## config.mk

```make
export PLATFORM = sky130hd
export DESIGN_NAME = window_route_scheduler
export DESIGN_NICKNAME = d
export VERILOG_FILES = /design/src/rtl/window_route_scheduler.sv
export SDC_FILE = /design/constraint.sdc
export NUM_CORES = 1
export LEC_CHECK = 0
export CAP_MARGIN = 20
export CORE_UTILIZATION = 45
export DETAILED_ROUTE_END_ITERATION = 8
export PLACE_DENSITY = 0.83
export SLEW_MARGIN = 0
export SYNTH_ARGS = -nofsm -noshare
export SYNTH_HDL_FRONTEND = slang
export SYNTH_SLANG_ARGS = --single-unit
```

## constraint.sdc

```tcl
create_clock -name clk -period 5.2 [get_ports clk]
set_input_delay 0.78 -clock clk [delete_from_list [all_inputs] [get_ports clk]]
set_output_delay 0.78 -clock clk [all_outputs]
set_load 0.1 [all_outputs]
```

## src/rtl/window_route_scheduler.sv

```systemverilog
// Sequences the memory/routing kernel over a run of sliding windows and
// streams each routed window downstream on a valid/ready port.
module window_route_scheduler #(
    parameter int Depth     = 32,
    parameter int AddrWidth = $clog2(Depth),
    parameter int DataWidth = 8,
    parameter int MaxWidth  = 9,
    parameter int CntWidth  = 8,
    parameter int Timeout   = 256
) (
    input  logic                          clk,
    input  logic                          rst,
    input  logic                          start,
    input  logic [AddrWidth-1:0]          baseAddr,
    input  logic [AddrWidth-1:0]          stride,
    input  logic [AddrWidth-1:0]          windowWidth,
    input  logic [CntWidth-1:0]           numWindows,
    output logic                          routeEn,
    output logic [AddrWidth-1:0]          startAddr,
    output logic [AddrWidth-1:0]          inputWidth,
    input  logic                          finished,
    input  logic [MaxWidth*DataWidth-1:0] routedData,
    output logic [MaxWidth*DataWidth-1:0] winData,
    output logic                          winValid,
    input  logic                          winReady,
    output logic [CntWidth-1:0]           winIdx,
    output logic                          busy,
    output logic                          done,
    output logic                          error
);

    localparam int TW = $clog2(Timeout) + 1;

    typedef enum logic [1:0] {IDLE, ROUTE, HOLD, GAP} stateT;

    stateT                state;
    logic [TW-1:0]        waitCnt;
    logic [AddrWidth-1:0] strideQ;
    logic [CntWidth-1:0]  numQ;
    logic                 badCfg;

    always_comb begin
        badCfg = (windowWidth == '0) || (32'(windowWidth) > 32'(MaxWidth)) || (numWindows == '0);
    end

    always_ff @(posedge clk or posedge rst) begin
        if (rst) begin
            state      <= IDLE;
            waitCnt    <= '0;
            strideQ    <= '0;
            numQ       <= '0;
            routeEn    <= 1'b0;
            startAddr  <= '0;
            inputWidth <= '0;
            winData    <= '0;
            winValid   <= 1'b0;
            winIdx     <= '0;
            busy       <= 1'b0;
            done       <= 1'b0;
            error      <= 1'b0;
        end else begin
            done  <= 1'b0;
            error <= 1'b0;
            unique case (state)
                IDLE: begin
                    if (start) begin
                        if (badCfg) begin
                            error <= 1'b1;
                        end else begin
                            strideQ    <= stride;
                            numQ       <= numWindows;
                            inputWidth <= windowWidth;
                            startAddr  <= baseAddr;
                            winIdx     <= '0;
                            waitCnt    <= '0;
                            routeEn    <= 1'b1;
                            busy       <= 1'b1;
                            state      <= ROUTE;
                        end
                    end
                end
                ROUTE: begin
                    if (finished) begin
                        winData  <= routedData;
                        winValid <= 1'b1;
                        routeEn  <= 1'b0;
                        state    <= HOLD;
                    end else if (waitCnt == TW'(Timeout - 1)) begin
                        // Kernel never answered: abandon the run without done.
                        error      <= 1'b1;
                        routeEn    <= 1'b0;
                        busy       <= 1'b0;
                        inputWidth <= '0;
                        state      <= IDLE;
                    end else begin
                        waitCnt <= waitCnt + TW'(1);
                    end
                end
                HOLD: begin
                    if (winReady) begin
                        winValid <= 1'b0;
                        if (winIdx == numQ - CntWidth'(1)) begin
                            done       <= 1'b1;
                            busy       <= 1'b0;
                            inputWidth <= '0;
                            state      <= IDLE;
                        end else begin
                            winIdx    <= winIdx + CntWidth'(1);
                            startAddr <= startAddr + strideQ;
                            state     <= GAP;
                        end
                    end
                end
                GAP: begin
                    routeEn <= 1'b1;
                    waitCnt <= '0;
                    state   <= ROUTE;
                end
                default: state <= IDLE;
            endcase
        end
    end

endmodule

```

After elaboration in Yosys (flattened, before gate mapping)
Cells that the tools add are included.
{"block": "word_totals", "reg_bits": 119, "latch_bits": 0, "mem_bits_rw": 0, "romBits": 0, "input_bits": 100, "output_inout_bits": 95, "elab_cells": 100, "mem_count": 0}
{"block": "op_classes", "add_sub_neg": 4, "n_mul": 0, "n_div": 0, "n_lt_le_gt_ge": 1, "n_eq_ne": 15, "shift": 0, "mux": 49, "n_bitwise": 1, "reduce_logical": 17}
{"op": "$mux W5", "n": 10}
{"op": "$mux W9", "n": 4}
{"op": "$mux W8", "n": 4}
{"op": "$pmux W9 S3", "n": 1}
{"op": "$ne A2 B2 Y1 const B", "n": 9}
{"op": "$mux W1", "n": 16}
{"op": "$pmux W8 S2", "n": 1}
{"op": "$pmux W5 S3", "n": 1}
{"op": "$mux W2", "n": 6}
{"op": "$pmux W5 S2", "n": 1}
{"op": "$reduce_and A5 Y1", "n": 2}
{"op": "$add A9 B1 Y9 const B", "n": 1}
{"op": "$eq A9 B8 Y1 const B", "n": 1}
{"op": "$add A8 B1 Y8 const B", "n": 1}
{"op": "$eq A8 B8 Y1", "n": 1}
{"op": "$logic_not A8 Y1", "n": 1}
{"op": "$pmux W2 S4", "n": 1}
{"op": "$reduce_and A4 Y1", "n": 2}
{"op": "$sub A8 B1 Y8 const B", "n": 1}
{"op": "$reduce_and A7 Y1", "n": 1}
{"op": "$pmux W1 S3", "n": 2}
{"op": "$reduce_and A3 Y1", "n": 2}
{"op": "$reduce_bool A3 Y1", "n": 2}
{"op": "$add A5 B5 Y5", "n": 1}
{"op": "11 further kinds", "n": 15}

Logic depth before layout (Yosys ltp)
{"block": "depth", "word_depth": 6, "ltp_mapped": 11, "ltp_nobuf": 11}

Worst setup path before layout
No wires, ideal clock.
{"block": "synth_path", "kind": "reg2reg", "start": "register winIdx[5]", "end": "register busy", "setup_ps": 125, "arrival_time_ps": 2839, "required_ps": 5075, "slack_ps": 2235, "stages_incl_launch_ff": 8, "n_path_buf": 0, "synth_period_minus_slack_ps": 2965, "path_cell_list": "dfrtp_1 > or3b_2 > nor4_1 > a311oi_1 > a211oi_2 > nor2b_2 > nor3_4 > mux2_2"}
{"block": "synth_between", "elab_chain_len": 3}
{"item": "start, declared", "line_no": "26", "rtl": "output logic [CntWidth-1:0] winIdx,"}
{"item": "start signal, assigned", "line_no": "108", "rtl": "winIdx <= winIdx + CntWidth'(1);"}
{"item": "$eq A8 B8 Y1", "line_no": "102", "rtl": "if (winIdx == numQ - CntWidth'(1)) begin"}
{"item": "$ne A2 B2 Y1 (no source line)"}
{"item": "$reduce_and A7 Y1 (no source line)"}
{"item": "end signal, assigned", "line_no": "77", "rtl": "busy <= 1'b1;"}
{"item": "end signal, assigned", "line_no": "92", "rtl": "busy <= 1'b0;"}
{"item": "end signal, assigned", "line_no": "104", "rtl": "busy <= 1'b0;"}
{"item": "end, declared", "line_no": "27", "rtl": "output logic busy,"}
No other way between the ends.
A chain may end at the register's enable or synchronous reset.

Final worst setup path
{"block": "layout_path", "start": "input windowWidth[2]", "end": "register waitCnt[4]"}
{"block": "layout_between", "elab_chain_len": 5, "word_cells_on_any_way": 6}
{"item": "start, declared", "line_no": "16", "rtl": "input logic [AddrWidth-1:0] windowWidth,"}
{"item": "$gt A5 B4 Y1 or $logic_not A5 Y1 (tied branches)", "line_no": "43", "rtl": "badCfg = (windowWidth == '0) || (32'(windowWidth) > 32'(MaxWidth)) || (numWindows == '0);"}
{"item": "$logic_or A1 B1 Y1 (*) (2 in a row)", "line_no": "43"}
{"item": "$ne A2 B2 Y1 (no source line) (*)"}
{"item": "$reduce_and A5 Y1 (no source line) (*)"}
{"item": "end signal, assigned", "line_no": "96", "rtl": "waitCnt <= waitCnt + TW'(1);"}
{"item": "end, declared", "line_no": "37", "rtl": "logic [TW-1:0] waitCnt;"}
Mark *: on every way between the ends. The rest lies on a longest branch, timed or not.

==> metrics.txt <==
# TYPE chip_impl_metric gauge
chip_impl_metric{name="cts_hold_repair.buffers",unit=""} 0
chip_impl_metric{name="route.met3.wl",unit="um"} 1230
chip_impl_info{name="yosysMostFrequentCell",value="dfrtp_1"} 1
chip_impl_metric{name="max_slew.worst_pin.slew",unit="ns"} 1.04
chip_impl_metric{name="synth-async-reset-ratio",unit="%"} 100
chip_impl_metric{name="synthesis.yosys.warnings",unit=""} 0
chip_impl_metric{name="post_synth_mux_area_share",unit="%"} 19.6
chip_impl_info{name="tritoncts",value="yes"} 1
chip_impl_metric{name="detailroute.via_count",unit=""} 4090
chip_impl_metric{name="buffers_inserted_during_post_cts_setup_optimization",unit=""} 0
chip_impl_info{name="timing.critical_path.from_type",value="input port"} 1
chip_impl_metric{name="final_max_slew_viol_count",unit=""} 0
chip_impl_metric{name="min_period",unit="ns"} 3.12
chip_impl_info{name="yosysTopAreaCell",value="dfrtp_1"} 1
chip_impl_metric{name="required_time_of_the_critical_path",unit="ns"} 5.52
chip_impl_info{name="critPathKind",value="in2reg"} 1
chip_impl_metric{name="placementRows",unit=""} 39
chip_impl_metric{name="yosys.area.top_type_share",unit="%"} 56.3
chip_impl_metric{name="synthXorXnorAreaFrac",unit="%"} 2.98
chip_impl_metric{name="clock_path_buffers",unit=""} 2
chip_impl_info{name="rsz0062_at_grt",value="false"} 1
chip_impl_metric{name="port_buffers",unit=""} 194
chip_impl_metric{name="grt_first_pass_wirelength",unit="um"} 22600
chip_impl_info{name="worst_path_max_delay_cell",value="nor3_1"} 1
chip_impl_info{name="timing.critical_path.to_type",value="register"} 1
chip_impl_metric{name="first_global_vias",unit=""} 4632
chip_impl_metric{name="synth_edf_count",unit=""} 0
chip_impl_metric{name="worst_path_largest_cell_delay",unit="ns"} 0.72
chip_impl_metric{name="drv.max_cap_violation_count",unit=""} 0
chip_impl_metric{name="floorplan.initialDensity",unit="%"} 46.3
chip_impl_metric{name="final.setup_skew",unit="ns"} 0.00882
chip_impl_metric{name="post_synth.cell_area_avg",unit="um2"} 12.4
chip_impl_metric{name="num-nets-final",unit=""} 739
chip_impl_metric{name="post_synth_and_or_nand_nor_area_fraction",unit="%"} 10.1
chip_impl_metric{name="gate_count_post_synth",unit=""} 425
chip_impl_metric{name="ant_nets",unit=""} 0
chip_impl_metric{name="gr-usage-all-layers",unit="%"} 23.7
chip_impl_info{name="combinational_family_with_the_most_area_after_synthesis",value="multiplexers"} 1
chip_impl_metric{name="ctsResizeCount",unit=""} 0
chip_impl_metric{name="crit_arrival",unit="ns"} 3.45
chip_impl_metric{name="antenna-diode-count",unit=""} 0
chip_impl_metric{name="yosysUniqueCellTypes",unit=""} 47
chip_impl_info{name="highest_layer",value="met4"} 1
chip_impl_info{name="dominantRegCellSynth",value="dfrtp_1"} 1
chip_impl_metric{name="tritoncts_num_sinks",unit=""} 119
chip_impl_metric{name="m1WireLength",unit="um"} 5090
chip_impl_metric{name="finalHoldViolCount",unit=""} 0
chip_impl_metric{name="cts_htree_levels",unit=""} 4
chip_impl_metric{name="worst_slew_margin_rel",unit="%"} 30.4
chip_impl_metric{name="drc",unit=""} 0
chip_impl_metric{name="ys_ff_latch",unit=""} 119
chip_impl_metric{name="synth-compound-area-share",unit="%"} 5.20
chip_impl_info{name="hold_path.class",value="reg2reg"} 1
chip_impl_metric{name="boundaryPins",unit=""} 195
chip_impl_metric{name="setup_tns",unit="ns"} 0
chip_impl_metric{name="dpl.hpwl",unit="um"} 9580
chip_impl_metric{name="largest_net_degree_at_the_start_of_global_routing",unit=""} 87
chip_impl_metric{name="setup_viol_count_final",unit=""} 0
chip_impl_metric{name="die_h",unit="um"} 110
chip_impl_info{name="synth.area.top_cells",value="dfrtp_1 56%, mux2_2 18%, ha_1 2.8%"} 1
chip_impl_info{name="outcome",value="finished, final reports clean"} 1
chip_impl_metric{name="clk_transition_reported_paths",unit="ns"} 0.05
chip_impl_metric{name="reg2regPathDepth",unit=""} 9
chip_impl_metric{name="die_width",unit="um"} 110
chip_impl_metric{name="antenna_found_initial",unit=""} 0
chip_impl_metric{name="avgViaCountPerCell",unit=""} 5.24
chip_impl_info{name="synth_commonest_cells",value="119 x dfrtp_1, 86 x mux2_2, 30 x nand2_1"} 1
chip_impl_metric{name="fp.dieArea",unit="um2"} 12200
chip_impl_metric{name="drt_iter0_drc",unit=""} 200
chip_impl_metric{name="hold-path-cell-count",unit=""} 2
chip_impl_metric{name="grt_overflow",unit=""} 0
chip_impl_metric{name="synthesis.area",unit="um2"} 5290
chip_impl_metric{name="synth-seq-area-share",unit="%"} 56.3
chip_impl_metric{name="cts_inserted_buffers",unit=""} 17
chip_impl_metric{name="flow.area_growth_from_synthesis",unit="%"} 50.9
chip_impl_metric{name="clock.fmax",unit="GHz"} 0.320
chip_impl_metric{name="first_pass_iters",unit=""} 4
chip_impl_metric{name="core_area",unit="um2"} 11400
chip_impl_metric{name="clk-insertion-delay-late",unit="ns"} 0.41
chip_impl_metric{name="post_drt_wl_per_cell",unit="um"} 17.6
chip_impl_metric{name="share_of_post_route_cells_with_drive_strength_above_1",unit="%"} 19.3
chip_impl_metric{name="finalWirelength",unit="um"} 13700
chip_impl_info{name="crit_path_cell_trace",value="clkdlybuf4s50_1 > nor2_1 > mux2i_1 > a31oi_1 > nor3_1 > nand2_1 > or3_1 > a21oi_1"} 1
chip_impl_metric{name="syn_nets",unit=""} 538
chip_impl_metric{name="maximum_fanout_along_the_worst_path",unit=""} 9
chip_impl_metric{name="min_period_over_period",unit="%"} 60.1
chip_impl_metric{name="post_synthesis_adder_cell_area_fraction",unit="%"} 3.22
chip_impl_info{name="clockRootBuffer",value="clkbuf_16"} 1
chip_impl_metric{name="met2WireLength",unit="um"} 7030
chip_impl_metric{name="globalplace.congestion",unit=""} 0.819
==> cell usage in the layout, fill, tap and decap left out, types with 3 or more instances in the layout <==
| cell | n |
|---|---|
| clkdlybuf4s50_1 | 194 |
| dfrtp_1 | 119 |
| mux2_2 | 86 |
| nand2_1 | 30 |
| nor2_1 | 23 |
| inv_1 | 19 |
| clkbuf_16 | 17 |
| o21ai_0 | 15 |
| xnor2_1 | 13 |
| ha_1 | 12 |
| nor2b_1 | 9 |
| nor4_1 | 8 |
| nand3_1 | 8 |
| a21oi_1 | 8 |
| mux2i_1 | 7 |
| clkbuf_1 | 7 |
| nand4_1 | 6 |
| xor2_1 | 5 |
| nor3_1 | 4 |
| and3_1 | 3 |
| clkbuf_8 | 3 |
| bufinv_16 | 3 |
==> layer usage <==
layer	track usage, %	vias to the layer above
met5	0	-
met4	10.8	0
met3	9.88	31
met2	40.8	167
met1	25.3	2001
li1	-	1891
==> worst paths after layout <==
path                                             start                   endpoint  slack (ns)
worst max-delay path                    windowWidth[2]     waitCnt[4]$_DFFE_PP0P_        2.08
worst min-delay path            strideQ[4]$_DFFE_PP0P_     strideQ[4]$_DFFE_PP0P_        0.50
worst max register to register     numQ[0]$_DFFE_PP0P_  inputWidth[1]$_DFFE_PP0P_        2.17
worst min register to register  strideQ[4]$_DFFE_PP0P_     strideQ[4]$_DFFE_PP0P_        0.50
max in group asynchronous                          rst     waitCnt[5]$_DFFE_PP0P_        3.44
min in group asynchronous                          rst    winData[52]$_DFFE_PP0P_        0.68
==> metrics by stage <==
stage	utilization [%]	hold slack [ns]	cells	instance area, um2	setup slack, ns
after detailed placement	64.5	0.471	749	7370	1.75
after global placement	64.5	0.468	749	7370	1.90
final	69.9	0.501	780	7980	2.08
after global routing	69.9	0.517	780	7980	1.89
after CTS	69.6	0.498	779	7950	2.11
after floorplan	-	0.450	425	5290	1.26
==> state kept, by name, indices dropped and copies added, names as in the netlist <==
name	count
winData	72
waitCnt	9
numQ	8
winIdx	8
inputWidth	5
startAddr	5
strideQ	5
state	2
busy	1
done	1
error	1
routeEn	1
winValid	1
==> layout make-up <==
type                    instances  area (um2)
clock buffers                  27         493
clock inverters                 3        90.1
fillers                       811        3440
inverters                      20        77.6
multi-input cells             271        2180
flip-flops and latches        119        2980
well taps                     143         179
repair buffers                197        1980
==> logic make-up (layout without fill, tap and decap cells) <==
kind of cell    Yosys count  in the layout
xor+xnor                 18             18
fa+ha+maj                13             13
flops                   119            119
buf+inv                  35            247
simple gates            105            105
mux                      93             93
compound gates           42             42
==> critical path, delay by kind of cell <==
family	cells	cell delay, ns
AOI/OAI and AO/OA	2	0.40
muxes	1	0.41
and+or+nand+nor	4	1.44
buffers and inverters	1	0.42
Power is not shown: default switching activity piles up to over one toggle a cycle in this logic, so the estimate is an artifact.
